$ cat src/rtl/axi_burst_master_if.sv
// AXI4 master-side channel bundle for axi_burst_master.
// The master modport drives AW/W/AR and the B/R ready signals; the slave modport is the mirror image.
interface axi_burst_master_if #(
  parameter int ADDR_WIDTH = 32,
  parameter int DATA_WIDTH = 32
);
  logic [ADDR_WIDTH-1:0]   awaddr;
  logic [7:0]              awlen;
  logic [2:0]              awsize;
  logic [1:0]              awburst;
  logic                    awvalid;
  logic                    awready;

  logic [DATA_WIDTH-1:0]   wdata;
  logic [DATA_WIDTH/8-1:0] wstrb;
  logic                    wlast;
  logic                    wvalid;
  logic                    wready;

  logic [1:0]              bresp;
  logic                    bvalid;
  logic                    bready;

  logic [ADDR_WIDTH-1:0]   araddr;
  logic [7:0]              arlen;
  logic [2:0]              arsize;
  logic [1:0]              arburst;
  logic                    arvalid;
  logic                    arready;

  logic [DATA_WIDTH-1:0]   rdata;
  logic [1:0]              rresp;
  logic                    rlast;
  logic                    rvalid;
  logic                    rready;

  modport master (
    output awaddr, awlen, awsize, awburst, awvalid,
    input  awready,
    output wdata, wstrb, wlast, wvalid,
    input  wready,
    input  bresp, bvalid,
    output bready,
    output araddr, arlen, arsize, arburst, arvalid,
    input  arready,
    input  rdata, rresp, rlast, rvalid,
    output rready
  );

  modport slave (
    input  awaddr, awlen, awsize, awburst, awvalid,
    output awready,
    input  wdata, wstrb, wlast, wvalid,
    output wready,
    output bresp, bvalid,
    input  bready,
    input  araddr, arlen, arsize, arburst, arvalid,
    output arready,
    output rdata, rresp, rlast, rvalid,
    input  rready
  );
endinterface

$ cat src/rtl/axi_burst_master.sv
// Single-outstanding AXI4 INCR burst master: a command handshake plus write/read beat streams
// are turned into AW/W/B or AR/R traffic, finishing with a one-cycle done pulse and a merged response.
//
// state   | meaning
// IDLE    | waiting for a command, cmd_ready high
// WR_ADDR | presenting the write address (registered awvalid)
// WR_DATA | write beats passed straight through to the W channel
// WR_RESP | waiting for the write response
// RD_ADDR | presenting the read address (registered arvalid)
// RD_DATA | read beats passed straight through from the R channel
// DONE    | one-cycle completion pulse, resp valid
module axi_burst_master #(
  parameter int ADDR_WIDTH = 32,
  parameter int DATA_WIDTH = 32,
  parameter int MAX_LEN    = 16
) (
  input  logic                    gpu_clk,
  input  logic                    reset,

  input  logic                    cmd_valid,
  output logic                    cmd_ready,
  input  logic                    cmd_write,
  input  logic [ADDR_WIDTH-1:0]   cmd_addr,
  input  logic [8:0]              cmd_len,

  input  logic [DATA_WIDTH-1:0]   wr_data,
  input  logic [DATA_WIDTH/8-1:0] wr_strb,
  input  logic                    wr_valid,
  output logic                    wr_ready,

  output logic [DATA_WIDTH-1:0]   rd_data,
  output logic                    rd_last,
  output logic                    rd_valid,
  input  logic                    rd_ready,

  output logic                    done,
  output logic [1:0]              resp,

  axi_burst_master_if.master      M_AXI
);

  localparam logic [8:0] MAX_LEN_W = 9'(MAX_LEN);
  localparam logic [1:0] RESP_SLVERR = 2'b10;

  typedef enum logic [2:0] {
    IDLE,
    WR_ADDR,
    WR_DATA,
    WR_RESP,
    RD_ADDR,
    RD_DATA,
    DONE
  } state_t;

  state_t                  state, state_n;
  logic [ADDR_WIDTH-1:0]   addr_q;
  logic [7:0]              len_q;
  logic [7:0]              cnt_q;
  logic [1:0]              resp_q;
  logic                    awvalid_q;
  logic                    arvalid_q;
  logic [8:0]              len_eff;
  logic [7:0]              len_m1;
  logic                    w_hs;
  logic                    r_hs;

  function automatic logic [1:0] worst(input logic [1:0] a, input logic [1:0] b);
    return (a > b) ? a : b;
  endfunction

  // Zero means one beat; anything above MAX_LEN is clamped rather than split.
  always_comb begin
    len_eff = cmd_len;
    if (cmd_len == 9'd0) begin
      len_eff = 9'd1;
    end else if (cmd_len > MAX_LEN_W) begin
      len_eff = MAX_LEN_W;
    end
  end

  assign len_m1 = 8'(len_eff - 9'd1);

  assign w_hs = wr_valid && M_AXI.wready;
  assign r_hs = M_AXI.rvalid && rd_ready;

  always_ff @(posedge gpu_clk or posedge reset) begin
    if (reset) begin
      state <= IDLE;
    end else begin
      state <= state_n;
    end
  end

  always_comb begin
    state_n      = state;
    cmd_ready    = 1'b0;
    wr_ready     = 1'b0;
    M_AXI.wvalid = 1'b0;
    M_AXI.bready = 1'b0;
    M_AXI.rready = 1'b0;
    rd_valid     = 1'b0;
    rd_last      = 1'b0;
    done         = 1'b0;
    case (state)
      IDLE: begin
        cmd_ready = 1'b1;
        if (cmd_valid) begin
          state_n = cmd_write ? WR_ADDR : RD_ADDR;
        end
      end
      WR_ADDR: begin
        if (M_AXI.awready) begin
          state_n = WR_DATA;
        end
      end
      WR_DATA: begin
        M_AXI.wvalid = wr_valid;
        wr_ready     = M_AXI.wready;
        if (w_hs && (cnt_q == 8'd0)) begin
          state_n = WR_RESP;
        end
      end
      WR_RESP: begin
        M_AXI.bready = 1'b1;
        if (M_AXI.bvalid) begin
          state_n = DONE;
        end
      end
      RD_ADDR: begin
        if (M_AXI.arready) begin
          state_n = RD_DATA;
        end
      end
      RD_DATA: begin
        rd_valid     = M_AXI.rvalid;
        M_AXI.rready = rd_ready;
        rd_last      = M_AXI.rlast;
        if (r_hs && (M_AXI.rlast || (cnt_q == 8'd0))) begin
          state_n = DONE;
        end
      end
      DONE: begin
        done    = 1'b1;
        state_n = IDLE;
      end
      default: begin
        state_n = IDLE;
      end
    endcase
  end

  always_ff @(posedge gpu_clk or posedge reset) begin
    if (reset) begin
      addr_q    <= '0;
      len_q     <= '0;
      cnt_q     <= '0;
      resp_q    <= '0;
      awvalid_q <= 1'b0;
      arvalid_q <= 1'b0;
    end else begin
      case (state)
        IDLE: begin
          if (cmd_valid) begin
            addr_q    <= cmd_addr & ~ADDR_WIDTH'(3);
            len_q     <= len_m1;
            cnt_q     <= len_m1;
            resp_q    <= 2'b00;
            awvalid_q <= cmd_write;
            arvalid_q <= !cmd_write;
          end
        end
        WR_ADDR: begin
          if (M_AXI.awready) begin
            awvalid_q <= 1'b0;
          end
        end
        WR_DATA: begin
          if (w_hs && (cnt_q != 8'd0)) begin
            cnt_q <= cnt_q - 8'd1;
          end
        end
        WR_RESP: begin
          if (M_AXI.bvalid) begin
            resp_q <= worst(resp_q, M_AXI.bresp);
          end
        end
        RD_ADDR: begin
          if (M_AXI.arready) begin
            arvalid_q <= 1'b0;
          end
        end
        RD_DATA: begin
          // A burst that runs out of beats without rlast is closed anyway and flagged as a slave error.
          if (r_hs) begin
            if (M_AXI.rlast) begin
              resp_q <= worst(resp_q, M_AXI.rresp);
            end else if (cnt_q == 8'd0) begin
              resp_q <= RESP_SLVERR;
            end else begin
              resp_q <= worst(resp_q, M_AXI.rresp);
              cnt_q  <= cnt_q - 8'd1;
            end
          end
        end
        default: begin
        end
      endcase
    end
  end

  assign M_AXI.awaddr  = addr_q;
  assign M_AXI.awlen   = len_q;
  assign M_AXI.awsize  = 3'b010;
  assign M_AXI.awburst = 2'b01;
  assign M_AXI.awvalid = awvalid_q;

  assign M_AXI.wdata   = wr_data;
  assign M_AXI.wstrb   = wr_strb;
  assign M_AXI.wlast   = (cnt_q == 8'd0);

  assign M_AXI.araddr  = addr_q;
  assign M_AXI.arlen   = len_q;
  assign M_AXI.arsize  = 3'b010;
  assign M_AXI.arburst = 2'b01;
  assign M_AXI.arvalid = arvalid_q;

  assign rd_data = M_AXI.rdata;
  assign resp    = resp_q;

endmodule

$ cat src/flat_wrapper.sv
// flat-port wrapper written by rule: the top's interface ports become plain ports
module axi_burst_master_flat 
#(
  parameter int ADDR_WIDTH = 32,
  parameter int DATA_WIDTH = 32,
  parameter int MAX_LEN    = 16
)
  (gpu_clk, reset, cmd_valid, cmd_ready, cmd_write, cmd_addr, cmd_len, wr_data, wr_strb, wr_valid, wr_ready, rd_data, rd_last, rd_valid, rd_ready, done, resp, M_AXI_awaddr, M_AXI_awlen, M_AXI_awsize, M_AXI_awburst, M_AXI_awvalid, M_AXI_awready, M_AXI_wdata, M_AXI_wstrb, M_AXI_wlast, M_AXI_wvalid, M_AXI_wready, M_AXI_bresp, M_AXI_bvalid, M_AXI_bready, M_AXI_araddr, M_AXI_arlen, M_AXI_arsize, M_AXI_arburst, M_AXI_arvalid, M_AXI_arready, M_AXI_rdata, M_AXI_rresp, M_AXI_rlast, M_AXI_rvalid, M_AXI_rready);
  axi_burst_master_if #(.ADDR_WIDTH(ADDR_WIDTH), .DATA_WIDTH(DATA_WIDTH)) M_AXI_i ();
  input  logic gpu_clk;
  input  logic reset;
  input  logic cmd_valid;
  output logic cmd_ready;
  input  logic cmd_write;
  input  logic [ADDR_WIDTH-1:0] cmd_addr;
  input  logic [8:0] cmd_len;
  input  logic [DATA_WIDTH-1:0] wr_data;
  input  logic [DATA_WIDTH/8-1:0] wr_strb;
  input  logic wr_valid;
  output logic wr_ready;
  output logic [DATA_WIDTH-1:0] rd_data;
  output logic rd_last;
  output logic rd_valid;
  input  logic rd_ready;
  output logic done;
  output logic [1:0] resp;
  output wire logic [$bits(M_AXI_i.awaddr)-1:0] M_AXI_awaddr;
  output wire logic [$bits(M_AXI_i.awlen)-1:0] M_AXI_awlen;
  output wire logic [$bits(M_AXI_i.awsize)-1:0] M_AXI_awsize;
  output wire logic [$bits(M_AXI_i.awburst)-1:0] M_AXI_awburst;
  output wire logic [$bits(M_AXI_i.awvalid)-1:0] M_AXI_awvalid;
  input wire logic [$bits(M_AXI_i.awready)-1:0] M_AXI_awready;
  output wire logic [$bits(M_AXI_i.wdata)-1:0] M_AXI_wdata;
  output wire logic [$bits(M_AXI_i.wstrb)-1:0] M_AXI_wstrb;
  output wire logic [$bits(M_AXI_i.wlast)-1:0] M_AXI_wlast;
  output wire logic [$bits(M_AXI_i.wvalid)-1:0] M_AXI_wvalid;
  input wire logic [$bits(M_AXI_i.wready)-1:0] M_AXI_wready;
  input wire logic [$bits(M_AXI_i.bresp)-1:0] M_AXI_bresp;
  input wire logic [$bits(M_AXI_i.bvalid)-1:0] M_AXI_bvalid;
  output wire logic [$bits(M_AXI_i.bready)-1:0] M_AXI_bready;
  output wire logic [$bits(M_AXI_i.araddr)-1:0] M_AXI_araddr;
  output wire logic [$bits(M_AXI_i.arlen)-1:0] M_AXI_arlen;
  output wire logic [$bits(M_AXI_i.arsize)-1:0] M_AXI_arsize;
  output wire logic [$bits(M_AXI_i.arburst)-1:0] M_AXI_arburst;
  output wire logic [$bits(M_AXI_i.arvalid)-1:0] M_AXI_arvalid;
  input wire logic [$bits(M_AXI_i.arready)-1:0] M_AXI_arready;
  input wire logic [$bits(M_AXI_i.rdata)-1:0] M_AXI_rdata;
  input wire logic [$bits(M_AXI_i.rresp)-1:0] M_AXI_rresp;
  input wire logic [$bits(M_AXI_i.rlast)-1:0] M_AXI_rlast;
  input wire logic [$bits(M_AXI_i.rvalid)-1:0] M_AXI_rvalid;
  output wire logic [$bits(M_AXI_i.rready)-1:0] M_AXI_rready;
  assign M_AXI_awaddr = M_AXI_i.awaddr;
  assign M_AXI_awlen = M_AXI_i.awlen;
  assign M_AXI_awsize = M_AXI_i.awsize;
  assign M_AXI_awburst = M_AXI_i.awburst;
  assign M_AXI_awvalid = M_AXI_i.awvalid;
  assign M_AXI_i.awready = M_AXI_awready;
  assign M_AXI_wdata = M_AXI_i.wdata;
  assign M_AXI_wstrb = M_AXI_i.wstrb;
  assign M_AXI_wlast = M_AXI_i.wlast;
  assign M_AXI_wvalid = M_AXI_i.wvalid;
  assign M_AXI_i.wready = M_AXI_wready;
  assign M_AXI_i.bresp = M_AXI_bresp;
  assign M_AXI_i.bvalid = M_AXI_bvalid;
  assign M_AXI_bready = M_AXI_i.bready;
  assign M_AXI_araddr = M_AXI_i.araddr;
  assign M_AXI_arlen = M_AXI_i.arlen;
  assign M_AXI_arsize = M_AXI_i.arsize;
  assign M_AXI_arburst = M_AXI_i.arburst;
  assign M_AXI_arvalid = M_AXI_i.arvalid;
  assign M_AXI_i.arready = M_AXI_arready;
  assign M_AXI_i.rdata = M_AXI_rdata;
  assign M_AXI_i.rresp = M_AXI_rresp;
  assign M_AXI_i.rlast = M_AXI_rlast;
  assign M_AXI_i.rvalid = M_AXI_rvalid;
  assign M_AXI_rready = M_AXI_i.rready;
  axi_burst_master #(.ADDR_WIDTH(ADDR_WIDTH), .DATA_WIDTH(DATA_WIDTH), .MAX_LEN(MAX_LEN)) u_core (.gpu_clk(gpu_clk), .reset(reset), .cmd_valid(cmd_valid), .cmd_ready(cmd_ready), .cmd_write(cmd_write), .cmd_addr(cmd_addr), .cmd_len(cmd_len), .wr_data(wr_data), .wr_strb(wr_strb), .wr_valid(wr_valid), .wr_ready(wr_ready), .rd_data(rd_data), .rd_last(rd_last), .rd_valid(rd_valid), .rd_ready(rd_ready), .done(done), .resp(resp), .M_AXI(M_AXI_i));
endmodule
$ cat config.mk
export PLATFORM = sky130hd
export DESIGN_NAME = axi_burst_master_flat
export DESIGN_NICKNAME = d
export VERILOG_FILES = /design/src/rtl/axi_burst_master_if.sv /design/src/rtl/axi_burst_master.sv /design/src/flat_wrapper.sv
export SDC_FILE = /design/constraint.sdc
export NUM_CORES = 1
export LEC_CHECK = 0
export CAP_MARGIN = 15
export CORE_AREA = 3 3 115 117
export DETAILED_ROUTE_END_ITERATION = 10
export DIE_AREA = 0 0 118 120
export MAX_ROUTING_LAYER = met4
export PLACE_DENSITY = 0.81
export SLEW_MARGIN = 20
export SYNTH_ARGS = -nofsm -noshare
export SYNTH_HDL_FRONTEND = slang
export SYNTH_SLANG_ARGS = --single-unit
$ cat constraint.sdc
create_clock -name gpu_clk -period 2.19 [get_ports gpu_clk]
set_input_delay 0.219 -clock gpu_clk [delete_from_list [all_inputs] [get_ports gpu_clk]]
set_output_delay 0.219 -clock gpu_clk [all_outputs]
set_load 0.03 [all_outputs]
==> impl_results.md <==
* Outcome: completed
* Min Tclk post-route at about 2.1 ns
* Finished Layout Cells at 656
* Fin Hold WS at 0.312 ns
* Reg2Reg Setup Slack at roughly 0.15 ns
* Clk_lat worst skew at approximately 0.28 ns
* Final hold vios at 0
* Commonest cells after routing, fill and taps aside: 136 x clkdlybuf4s50_1, 101 x nand2_1, 51 x dfrtp_1
* Htree depth at 2
* Core Box Area at roughly 0.012 sq mm
* Most used flip-flop cell after synthesis: dfrtp_1
* Pwr Density at 1490 mW/mm^2
* Die X at between 100 and 150 um
* Largest net degree at the start of global routing at 29
* # setup viols final at 0
* CTS tree: built
* Reg-to-reg endpoint: u_core.cnt_q[0]$_DFFE_PP0P_
* Worst Setup Start Kind: flip-flop
* Post-synthesis sequential area ratio at between 30% and 40%
* Initial DRC count at 219
* Fmax at around 480 MHz
* Yosys warnings at 0
* Nets at between 600 and 700
* Port bufs at 143
* Routed vias at ~3000
* Inst Count DP at around 650
* R2R cell count at 8
* Crit path max fanout at 14
* Reg2reg start: u_core.cnt_q[0]$_DFFE_PP0P_
* Worst setup margin at roughly 0.10 ns
* Hpwl dp at between 7 and 8 mm
* CTS buffer count at 5
* Vias in the first global route at approximately 2900
* FF+latch count, synth at between 50 and 60
* Cell variety after synth at between 50 and 60
* GR Overflow Total at 0
* Final Cycle Share at about 95%
* HP Class: in2async
* Worst-Margin Slew at about 0.6 ns
* Crit Path Class: reg2out
* Initial antenna violation count at 0
* Post-Syn Area at about 0.0037 sq mm
* Synth Area per Inst at between 8 and 9 sq um
* Max Cap Viol at 0
* First-pass GRT wire length at approximately 15 mm
* Crit end category: primary output
* IO Pins at between 200 and 300
* Slew Limit Fails at 0
* Drt total wl at about 9 mm
* Post-synth EDFFs at 0
* Root buffer cell: clkbuf_16
* Total GRT Usage at 12.8%
* Area delta synth->final at 27.7%
* Max clock buf depth at 2
* Share of flip-flops with an asynchronous set or reset at between 90% and 100%
* DR DRC count at 0
* Post-route total power at between 7 and 8 mW
* DIE HEIGHT at approximately 120 um
* Die ar. at 0.0142 sq mm
* Cell row count at 41
* Vias per cell at about 4.4
* Slew headroom at between 60% and 70%
* Share of layout cells above drive strength 1 at approximately a tenth
* Required @ worst endpoint at a little under 2 ns
* Fin Setup TNS at 0 ns
* Final ANT Viol Nets at 0
* Maximum VDD drop at around 430 uV
* Final core occ at 37.6%
* Clock transition at path regs at ~0.07 ns
* Final instance area at ~0.0047 sq mm
* Drt first pass iters at 4
* Drt wl/cell at 13.9 um
* Worst Skew at approximately 0.0060 ns
* Starting Density at around 30%
* Clock tree sinks at 53
* Pleak at ~2.1 nW
* Commonest non-fill, non-tap cell in the layout: clkdlybuf4s50_1
* N_diodes at 0
* Dpl ws at -0.00526 ns
* Placed cell area at between 0.004 and 0.005 sq mm
* GPL Wtd Cong at around 0.83
* Crit path DAT at 1.87 ns
* Synthesized instance count at between 400 and 500
-- cell families after synthesis --
family                     count (synthesis)  synth area share (%)
xor gates and xnor gates                   1                 0.238
DFF                                       53                  36.1
and+or+nand+nor                          165                  20.6
AOI/OAI and AO/OA                         58                  11.3
other                                      2                 0.204
adders and majority gates                  7                  2.38
muxes                                      5                  1.46
buffers and inverters                    148                  27.7
-- registers in the layout, summed over array words and instances (netlist names) --
register / count
u_core.state: 3
u_core.M_AXI.arlen: 8
u_core.M_AXI.araddr: 30
u_core.cnt_q: 8
u_core.M_AXI.arvalid: 1
u_core.M_AXI.awvalid: 1
u_core.resp: 2
-- how the worst max path moves through the flow --
stage | from | to | slack, ns | cells after the start
final | u_core.state[0]$_DFFE_PP0P_ | M_AXI_bready | 0.10 | 3
after global routing | u_core.cnt_q[0]$_DFFE_PP0P_ | M_AXI_wlast | -0.008 | 8
after CTS | u_core.state[1]$_DFFE_PP0P_ | done | 0.07 | 4
after detailed placement | cmd_len[4] | u_core.cnt_q[4]$_DFFE_PP0P_ | -0.005 | 10
after global placement | M_AXI_bresp[1] | u_core.resp[1]$_DFFE_PP0P_ | 0.10 | 8
after floorplan | u_core.state[0]$_DFFE_PP0P_ | u_core.cnt_q[3]$_DFFE_PP0P_ | 0.28 | 6
-- Yosys cell counts (all sizes together) (3+ instances only) --
master / n / area share, %
nor3: 11 / 1.6
a211oi: 3 / 0.95
inv: 11 / 1.1
and2: 9 / 1.5
nand2: 101 / 10
nand3: 5 / 0.68
o22a: 3 / 0.72
nor2b: 4 / 0.68
and3: 3 / 0.54
o211ai: 5 / 1.0
nor2: 18 / 1.8
mux2: 3 / 0.92
o31ai: 9 / 2.0
buf: 128 / 26
a21oi: 10 / 1.5
o21ai: 14 / 1.9
dfrtp: 53 / 36
ha: 7 / 2.4
clkbuf: 9 / 0.92
a31oi: 3 / 0.51
-- cell type report --
type	count	area [sq um]
fillers	1224	7770
repair buffers	162	1590
multi-input cells	250	1380
flip-flops and latches	53	1330
well taps	172	215
clock buffers	7	133
inverters	11	41.3
clock inverters	1	7.51
-- power breakdown --
part           internal (mW)  switching (mW)
registers               1.38           0.394
logic                   1.85            2.62
clock network          0.425           0.328
total                   3.66            3.34
-- per-layer routing --
metal / routed length (um) / share of wire [%] / up-vias / GRT usage (%)
met4: 187 / 2.0 / 0 / 3.59
met2: 4590 / 50 / 171 / 22.6
met1: 3550 / 39 / 1333 / 13.6
li1: - / - / 1387 / -
met5: 0 / 0 / - / -
met3: 803 / 8.8 / 24 / 4.38
-- worst max-delay path: stages (launching register included) --
cell and delay (ns):
dfrtp_2 0.49, nor2b_1 0.21, and2_1 0.19, clkdlybuf4s50_1 0.69
-- repair_timing --
action / 4_1_cts / 5_1_grt
setup endpoints to repair: 4 / 5
hold buffers: 0 / 0
buffers inserted: 0 / 1
resized for setup: 4 / 2
No activity file was read; power rests on OpenSTA's default activity.
